`src/rtl/sccb_init_sequencer.sv`:
```
// sccb_init_sequencer
// Walks a camera register-init table held in an external synchronous ROM and
// turns each entry into one SCCB write (or a millisecond delay), retrying
// writes that NACK or time out. Stops at the end marker or after the last
// addressable entry.
module sccb_init_sequencer #(
   parameter int         ADDR_W         = 8,
   parameter logic [7:0] DEV_ADDR       = 8'h60,
   parameter int         MAX_RETRY      = 3,
   parameter int         CYCLES_PER_MS  = 50_000,
   parameter int         TIMEOUT_CYCLES = 2_000_000
) (
   input  logic              XCLK,
   input  logic              RST_N,
   input  logic              init_start,
   output logic              init_busy,
   output logic              init_done,
   output logic              init_error,
   output logic [ADDR_W-1:0] err_index,
   output logic [ADDR_W-1:0] rom_addr,
   input  logic [15:0]       rom_data,
   output logic              sccb_start,
   output logic [7:0]        sccb_addr_id,
   output logic [7:0]        sccb_addr_reg,
   output logic [7:0]        sccb_data,
   input  logic              sccb_done,
   input  logic              sccb_ack_error
);

   // Delay counter must hold 255 ms worth of cycles; timeout counter must
   // reach TIMEOUT_CYCLES without wrapping.
   localparam int DLY_W = $clog2(255 * CYCLES_PER_MS + 1);
   localparam int TMO_W = (TIMEOUT_CYCLES < 2) ? 1 : $clog2(TIMEOUT_CYCLES + 1);
   localparam int RTY_W = (MAX_RETRY < 1) ? 1 : $clog2(MAX_RETRY + 1);

   localparam logic [DLY_W-1:0] CPMS_V    = DLY_W'(CYCLES_PER_MS);
   localparam logic [TMO_W-1:0] TMO_LAST  = TMO_W'(TIMEOUT_CYCLES - 1);
   localparam logic [RTY_W-1:0] RETRY_MAX = RTY_W'(MAX_RETRY);

   localparam logic [7:0]  DELAY_REG  = 8'hFE;
   localparam logic [15:0] END_MARKER = 16'hFFFF;

   typedef struct packed {
      logic [7:0] rg;
      logic [7:0] val;
   } entry_t;

   typedef enum logic [3:0] {
      S_IDLE,
      S_FETCH,
      S_DECODE,
      S_ISSUE,
      S_WAIT,
      S_DELAY,
      S_NEXT,
      S_DONE,
      S_FAIL
   } state_t;

   state_t             state_q, state_d;
   entry_t             ent;
   logic [DLY_W-1:0]   dly_q;
   logic [TMO_W-1:0]   tmo_q;
   logic [RTY_W-1:0]   retry_q;

   logic is_end, is_dly, dly_zero;
   logic last_entry, tmo_hit, retry_ok;
   logic wr_ok, wr_bad;
   logic can_start;

   assign ent        = entry_t'(rom_data);
   assign is_end     = (rom_data == END_MARKER);
   assign is_dly     = (ent.rg == DELAY_REG);
   assign dly_zero   = (ent.val == 8'h00);
   assign last_entry = (rom_addr == {ADDR_W{1'b1}});
   assign tmo_hit    = (tmo_q == TMO_LAST);
   assign retry_ok   = (retry_q < RETRY_MAX);

   // A done pulse always wins over a coincident timeout.
   assign wr_ok  = sccb_done && !sccb_ack_error;
   assign wr_bad = (sccb_done && sccb_ack_error) || (!sccb_done && tmo_hit);

   // Only the resting states accept a new walk; busy states ignore init_start.
   assign can_start = (state_q == S_IDLE) || (state_q == S_DONE) || (state_q == S_FAIL);

   // Status and handshake outputs decode straight from the state register so
   // they follow RST_N asynchronously.
   assign sccb_start   = (state_q == S_ISSUE);
   assign init_busy    = !can_start;
   assign init_done    = (state_q == S_DONE);
   assign init_error   = (state_q == S_FAIL);
   assign sccb_addr_id = DEV_ADDR;

   // State register.
   always_ff @(posedge XCLK or negedge RST_N) begin
      if (!RST_N) state_q <= S_IDLE;
      else        state_q <= state_d;
   end

   // Next-state logic for the table walk.
   always_comb begin
      state_d = state_q;
      case (state_q)
         S_IDLE, S_DONE, S_FAIL: begin
            if (init_start) state_d = S_FETCH;
         end
         S_FETCH:  state_d = S_DECODE;
         S_DECODE: begin
            if (is_end)      state_d = S_DONE;
            else if (is_dly) state_d = dly_zero ? S_NEXT : S_DELAY;
            else             state_d = S_ISSUE;
         end
         S_ISSUE:  state_d = S_WAIT;
         S_WAIT: begin
            if (wr_ok)       state_d = S_NEXT;
            else if (wr_bad) state_d = retry_ok ? S_ISSUE : S_FAIL;
         end
         S_DELAY: begin
            if (dly_q == '0) state_d = S_NEXT;
         end
         S_NEXT:   state_d = last_entry ? S_DONE : S_FETCH;
         default:  state_d = S_IDLE;
      endcase
   end

   // Table address: rewound on a new walk, advanced after each finished entry.
   always_ff @(posedge XCLK or negedge RST_N) begin
      if (!RST_N) begin
         rom_addr <= '0;
      end else if (can_start && init_start) begin
         rom_addr <= '0;
      end else if (state_q == S_NEXT && !last_entry) begin
         rom_addr <= rom_addr + ADDR_W'(1);
      end
   end

   // Write payload: captured once per entry and held across all retries.
   always_ff @(posedge XCLK or negedge RST_N) begin
      if (!RST_N) begin
         sccb_addr_reg <= 8'h00;
         sccb_data     <= 8'h00;
      end else if (state_q == S_DECODE && !is_end && !is_dly) begin
         sccb_addr_reg <= ent.rg;
         sccb_data     <= ent.val;
      end
   end

   // Millisecond delay counter, loaded from the entry and counted down to 0.
   always_ff @(posedge XCLK or negedge RST_N) begin
      if (!RST_N) begin
         dly_q <= '0;
      end else if (state_q == S_DECODE && is_dly && !is_end) begin
         dly_q <= DLY_W'(ent.val) * CPMS_V;
      end else if (state_q == S_DELAY && dly_q != '0) begin
         dly_q <= dly_q - DLY_W'(1);
      end
   end

   // Transaction watchdog: restarted on every issue, counts while waiting.
   always_ff @(posedge XCLK or negedge RST_N) begin
      if (!RST_N) begin
         tmo_q <= '0;
      end else if (state_q == S_ISSUE) begin
         tmo_q <= '0;
      end else if (state_q == S_WAIT && !sccb_done && !tmo_hit) begin
         tmo_q <= tmo_q + TMO_W'(1);
      end
   end

   // Retry counter: cleared per walk and per successful write, bumped on a
   // failed attempt that still has budget left.
   always_ff @(posedge XCLK or negedge RST_N) begin
      if (!RST_N) begin
         retry_q <= '0;
      end else if (can_start && init_start) begin
         retry_q <= '0;
      end else if (state_q == S_WAIT) begin
         if (wr_ok)                   retry_q <= '0;
         else if (wr_bad && retry_ok) retry_q <= retry_q + RTY_W'(1);
      end
   end

   // Failing entry index, recorded on the last failed attempt, cleared on restart.
   always_ff @(posedge XCLK or negedge RST_N) begin
      if (!RST_N) begin
         err_index <= '0;
      end else if (can_start && init_start) begin
         err_index <= '0;
      end else if (state_q == S_WAIT && wr_bad && !retry_ok) begin
         err_index <= rom_addr;
      end
   end

endmodule

```
`config.mk`:
```
export PLATFORM = sky130hd
export DESIGN_NAME = sccb_init_sequencer
export DESIGN_NICKNAME = d
export VERILOG_FILES = /design/src/rtl/sccb_init_sequencer.sv
export SDC_FILE = /design/constraint.sdc
export NUM_CORES = 1
export LEC_CHECK = 0
export CAP_MARGIN = 0
export CELL_PAD_IN_SITES_DETAIL_PLACEMENT = 1
export CELL_PAD_IN_SITES_GLOBAL_PLACEMENT = 2
export CORE_ASPECT_RATIO = 0.9
export CORE_MARGIN = 2
export CORE_UTILIZATION = 35
export DETAILED_ROUTE_END_ITERATION = 7
export GPL_ROUTABILITY_DRIVEN = 0
export MAX_ROUTING_LAYER = met4
export PLACE_DENSITY_LB_ADDON = 0.1
export SLEW_MARGIN = 25
export SYNTH_ARGS = -nofsm -noshare
export SYNTH_HDL_FRONTEND = slang
export SYNTH_SLANG_ARGS = --single-unit
export TNS_END_PERCENT = 30
```
`constraint.sdc`:
```
create_clock -name XCLK -period 3.35 [get_ports XCLK]
set_input_delay 0.5025 -clock XCLK [delete_from_list [all_inputs] [get_ports XCLK]]
set_output_delay 0.5025 -clock XCLK [all_outputs]
set_load 0.05 [all_outputs]
```
==> run metrics, run 1 <==
status=finished with violations; failing checks=negative setup slack; RSZ-0062 raised after global routing=true; DIE WIDTH=141.8 um; gr usage total=0.1908; final core occ=0.4633; pwr dens=approximately 650 nW/um^2; DR iter-0 viols=between 150 and 200; number of clock buffers inserted by TritonCTS=9; share of layout cells above drive strength 1=0.2528; worst-path fanout max=2; vias per cell=5.159; Total Routed Length=15.85 mm; Post-Synthesis Cells=592; cell taking the most area after synthesis=dfrtp_1; Slew HR=0.4673; top cell type's share of synthesized area=0.3475; Rows=45; final hold viol count=0; Hold Path Class=in2async; Ys Warns=0; CTS tree=built; Largest regs=dly_q x24, tmo_q x21; Worst-Margin Slew=0.7974 ns; leakage=3.402 nW; die area=around 18,000 um^2; Root Driver=clkbuf_16; Worst EP arrival=3.82 ns; ANT nets after route=0; clock latency on the worst-skew pair=0.35 ns; worst r2r src=dly_q[8]$_DFFE_PN0P_; ant diodes=0; Critical Path RT=3.58 ns; Reg2Reg Depth=7; Die Ht=~130 um; critical path type=in2reg; synthesized area per cell=10.10 um^2; clock sinks=83; sequential-to-total area share from yosys stat=0.3475; Placeable Area=16,780 um^2; Starting Density=0.3562; largest net degree at the start of global routing=84; I/O Buffers=56; clock slew at the register clock pins of the worst setup and hold paths=0.07 ns; asr flop ratio synth=1.000; Synth Flop Type=dfrtp_1; Tcrit/Tclk final=1.071; most numerous cell in the Yosys netlist=dfrtp_1; CTS H-tree depth=3; first-pass iteration count of the detailed router=4; number of enable flip-flop cells after synthesis=0; Pins Over Slew Limit=0; initial antenna violation count=0; post-layout minimum cycle time=3.589 ns; Synth Cell Area=approximately 6000 um^2; post-route DRC violation count=0; via count=approximately 4,800; Worst Setup SP=rom_data[2]; flops & latches, synth=83; max FFs per register=24; Overflow after GRT=0; # nets final=between 800 and 900; Crit Reg-Reg Endpoint=dly_q[21]$_DFFE_PN0P_; final setup vio count=6; clock buffer depth=2; Top Ports=65; worst vdd ir=0.3057 mV; vias in the first global route=5,267; Area growth, synth to finish=30.06%; placement-stage worst setup slack=-1.108 ns; leading post-synthesis cells by cell area=dfrtp_1 (35%), ha_1 (13%), xor2_1 (5.1%), fa_1 (4.0%), nor2_1 (3.1%); flop2flop setup slack=0.97 ns; crit path capture type=flip-flop; Max Clock Skew=between 0.005 and 0.006 ns; Detailed Place HPWL=around 12 mm; Yosys cell types=77; mean routed wirelength per cell=16.95 um; PnR worst setup slack=-0.2389 ns; most flop-heavy register=dly_q; Commonest cells post-synth=dfrtp_1 (83), ha_1 (61), nor2_1 (50), nand2_1 (43), xor2_1 (35); first-pass GRT wire length=26.91 mm; max cap viols=0; Peak Freq=between 0.2 and 0.3 GHz; startpoint types=input pin
## final cells by class
cell class | count | area [um^2]
fillers | 1874 | 9005
multi-input cells | 472 | 3916
flip-flops and latches | 83 | 2077
repair buffers | 132 | 1134
well taps | 211 | 264.0
clock buffers | 10 | 239.0
inverters | 22 | 82.58
clock inverters | 5 | 61.31
## placed cells by master (no fill, tap or decap), drive strengths merged, types with 18 or more instances in the layout
master,count
nor2,54
mux2,18
clkdlybuf4s50,47
a21oi,23
dfrtp,83
buf,82
xor2,35
nor3,18
ha,61
inv,24
nand3,20
o21ai,31
xnor2,20
nand2,52
## cells by family (layout without fill, tap and decap cells)
logic type | count (synthesis) | count (layout) | synth area share
simple gates | 221 | 221 | 0.2171
mux | 27 | 27 | 0.04898
compound gates | 88 | 88 | 0.09881
xor+xnor | 55 | 55 | 0.08059
flops | 83 | 83 | 0.3475
other cells | 2 | 8 | 0.001256
fa+ha+maj | 73 | 73 | 0.1679
buf+inv | 43 | 169 | 0.03789
## stage by stage
stage	total power, mW	cell area [um^2]	std cells	hold slack (ns)	TNS, ns
global placement	3.881	7231	910	0.4703	-10.97
floorplan	3.060	6045	598	0.2069	-1.849
CTS	5.138	7770	935	0.2118	-1.112
finish	5.062	7774	935	0.1931	-0.7259
detailed placement	3.946	7231	910	0.4789	-11.67
global route	5.412	7774	935	0.2271	-1.961
## critical path, stage by stage
cell     delay [ns]
buf_8          0.10
ha_4           0.24
ha_4           0.26
inv_2          0.03
fa_1           0.49
inv_1          0.05
fa_1           0.53
ha_4           0.22
nor2b_4        0.12
o31a_1         0.25
a311o_1        0.30
a221o_1        0.33
o21a_1         0.19
xnor2_1        0.13
mux2i_1        0.08
## worst max path at each step
stage / to / slack (ns) / cells past startpoint
6_report: dly_q[22]$_DFFE_PN0P_ / -0.24 / 15
3_3_place_gp: dly_q[20]$_DFFE_PN0P_ / -1.09 / 16
4_1_cts: dly_q[22]$_DFFE_PN0P_ / -0.36 / 15
5_1_grt: dly_q[22]$_DFFE_PN0P_ / -0.36 / 15
2_1_floorplan: dly_q[22]$_DFFE_PN0P_ / -0.45 / 14
3_5_place_dp: dly_q[22]$_DFFE_PN0P_ / -1.11 / 15
## routing by layer
layer  GRT usage  share of wire  routed length [um]  vias to the layer above
li1            -              -                   -                     2340
met1      0.2391           0.46                7341                     2432
met2      0.3272           0.51                8038                       41
met3     0.03287          0.020                 321                       11
met4     0.03765         0.0095                 151                        0
met5           -              0                   0                        -
## timing repair
| action | in CTS | in global routing |
|---|---|---|
| pin swaps | 29 | 6 |
| endpoints found under the setup margin | 12 | 11 |
| setup buffers | 10 | 0 |
| hold buffers | 0 | 0 |
| gates resized for setup | 58 | 1 |
| hold endpoints to repair | 0 | 0 |
## report_power, final
part           total, mW  internal [mW]  switching (mW)
Clock               1.04          0.600           0.444
Combinational       2.60           1.13            1.47
Sequential          1.42           1.21           0.209
Total               5.06           2.94            2.12
Power figures use the tool's default switching activity.
==> inputs of run 2 (changes only) <==
CORE_UTILIZATION = 40   (was 35)
==> run 2 against run 1 <==
Net effect: the flow still finishes with violations (negative setup slack); largest power group unchanged; core utilization rose by 5.9 points; die area fell by 12%; sequential cell count did not move.
==> run metrics, run 2 (synthesis results as in run 1) <==
Switch Pwr=2.135 mW (was 2.122 mW); sequential group share of total power=0.285 (was 0.281); Peak Freq=0.2787 GHz (was 0.2786 GHz); max cap viols=0 (unchanged); mean routed wirelength per cell=17.20 um (was 16.95 um); Die Ht=120.0 um (was 128.0 um); status=finished with violations (unchanged); Root Driver=clkbuf_16 (unchanged); final setup vio count=5 (was 6); PnR worst setup slack=-0.2383 ns (was -0.2389 ns); DIE WIDTH=132.9 um (was 141.8 um); clock buffer depth=2 (unchanged); Detailed Place HPWL=11.98 mm (was 12.02 mm); post-route cell area=7657 um^2 (was 7774 um^2); crit path capture type=flip-flop (unchanged); first-pass iteration count of the detailed router=4 (unchanged); first-pass GRT wire length=26.21 mm (was 26.91 mm); DR iter-0 viols=179 (was 165); number of non-filler instances in the completed layout=912 (was 935); worst-path fanout max=3 (was 2); Tcrit/Tclk final=1.071 (about the same); vias per cell=5.234 (was 5.159); I/O Buffers=56 (unchanged); most flop-heavy register=dly_q (unchanged); commonest non-fill, non-tap cell in the layout=dfrtp_1 (unchanged); CTS H-tree depth=3 (unchanged); vias in the first global route=5,242 (was 5,267); placed cell count=894 (was 910); worst hold margin=0.1434 ns (was 0.1931 ns); dpl cell area=7179 um^2 (was 7231 um^2); startpoint types=input pin (unchanged); share of layout cells above drive strength 1=0.2423 (was 0.2528); clock sinks=83 (unchanged); clock slew at the register clock pins of the worst setup and hold paths=0.07 ns (about the same); Slew HR=0.4626 (was 0.4673); largest net degree at the start of global routing=44 (was 84); Placeable Area=14,660 um^2 (was 16,780 um^2); pwr dens=651.0 nW/um^2 (was 651.1 nW/um^2); met1 usage in global routing=0.2572 (was 0.2391); Overflow after GRT=0 (unchanged); ANT nets after route=0 (unchanged); Top Ports=65 (unchanged); Worst EP arrival=3.82 ns (about the same); Int Power=2.850 mW (was 2.939 mW); clock power share=0.189 (was 0.206); Starting Density=0.4077 (was 0.3562); Fin Setup TNS=-0.8818 ns (was -0.7259 ns); leading cell types in the layout, fill and taps excluded=dfrtp_1 (83), buf_4 (65), nor2_1 (48), ha_1 (47), clkdlybuf4s50_1 (47) (was dfrtp_1 (83), buf_4 (75), nor2_1 (49), clkdlybuf4s50_1 (47), ha_1 (46)); Total Routed Length=15.68 mm (was 15.85 mm); Worst-Margin Slew=0.8044 ns (was 0.7974 ns); Rows=42 (was 45); leakage=3.345 nW (was 3.402 nW); ant diodes=0 (unchanged); max FFs per register=24 (unchanged); RSZ-0062 raised after global routing=true (unchanged); clock latency on the worst-skew pair=0.35 ns (about the same); worst vdd ir=0.3331 mV (was 0.3057 mV); Largest regs=dly_q x24, tmo_q x21 (unchanged); Pins Over Slew Limit=0 (unchanged); Hold Path Class=in2async (unchanged); post-route DRC violation count=0 (unchanged); gr busiest metal=met2 (unchanged); initial antenna violation count=0 (unchanged); Critical Path RT=3.58 ns (about the same); Max Clock Skew=0.007218 ns (was 0.005127 ns); gr usage total=0.2115 (was 0.1908); GRT met2 Usage=0.3676 (was 0.3272); post-layout minimum cycle time=3.588 ns (was 3.589 ns); grt met3 use=0.03718 (was 0.03287); # nets final=803 (was 814); number of clock buffers inserted by TritonCTS=9 (unchanged); critical path type=in2reg (unchanged); CTS tree=built (unchanged); via count=4,773 (was 4,824); Logic pwr share=0.526 (was 0.513); die area=15,940 um^2 (was 18,140 um^2); Net Sw Frac=0.4282 (was 0.4193); final hold viol count=0 (unchanged); CTS Hold Buffers Added=0 (unchanged); Pwr Total=4.985 mW (was 5.062 mW); Area growth, synth to finish=28.11% (was 30.06%); failing checks=negative setup slack (unchanged)
run 2: metal layers:
layer / routed length, um / vias to the layer above
li1: - / 2312
met1: 7077 / 2404
met2: 8090 / 45
met3: 347 / 12
met4: 168 / 0
met5: 0 / -
run 2: final timing paths:
| kind | from | endpoint | slack, ns | cells after the start |
|---|---|---|---|---|
| max | rom_data[4] | dly_q[22]$_DFFE_PN0P_ | -0.24 | 15 |
| min | RST_N | tmo_q[8]$_DFFE_PN0P_ | 0.14 | 1 |
| max reg2reg | tmo_q[14]$_DFFE_PN0P_ | state_q[1]$_DFFE_PN0P_ | 1.03 | 6 |
| min reg2reg | sccb_addr_reg[1]$_DFFE_PN0P_ | sccb_addr_reg[1]$_DFFE_PN0P_ | 0.50 | 1 |
| max in group asynchronous | RST_N | dly_q[1]$_DFFE_PN0P_ | 2.47 | 2 |
| min in group XCLK | rom_data[2] | sccb_data[2]$_DFFE_PN0P_ | 0.43 | 2 |
run 2: power by group through the flow:
stage / Combinational [mW] / Sequential, mW / Clock [mW]
2_1_floorplan: 1.29 / 1.77 / 0
3_3_place_gp: 2.43 / 1.42 / 0
3_5_place_dp: 2.49 / 1.44 / 0
4_1_cts: 2.59 / 1.42 / 0.973
5_1_grt: 2.83 / 1.46 / 1.02
6_report: 2.62 / 1.42 / 0.944
run 2: repair_timing:
action                                  4_1_cts  5_1_grt
gates resized for setup                      56        9
setup buffers                                 1        1
hold endpoints to repair                      0        0
endpoints found under the setup margin       12       10
pin swaps                                    17        8
run 2: critical path: stages:
cell,delay (ns)
buf_8,0.11
ha_4,0.24
ha_4,0.26
inv_2,0.03
fa_1,0.48
inv_2,0.04
fa_1,0.51
ha_4,0.21
nor2b_4,0.12
o31a_1,0.27
a311o_1,0.30
a221o_1,0.33
o21a_1,0.19
xnor2_1,0.13
mux2i_1,0.09
run 2: layout make-up:
class	count	area [um^2]
Fill cell	1604	7004
Multi-Input combinational cell	472	3933
Sequential cell	83	2077
Timing Repair Buffer	121	1046
Tap cell	198	247.7
Clock buffer	11	232.7
Inverter	22	82.58
Clock inverter	5	38.79
run 2: through the flow:
step / utilization / setup WS [ns]
finish: 0.5223 / -0.2383
CTS: 0.5190 / -0.3569
global route: 0.5223 / -0.3400
global placement: 0.4897 / -1.104
floorplan: - / -0.4467
detailed placement: 0.4897 / -1.193
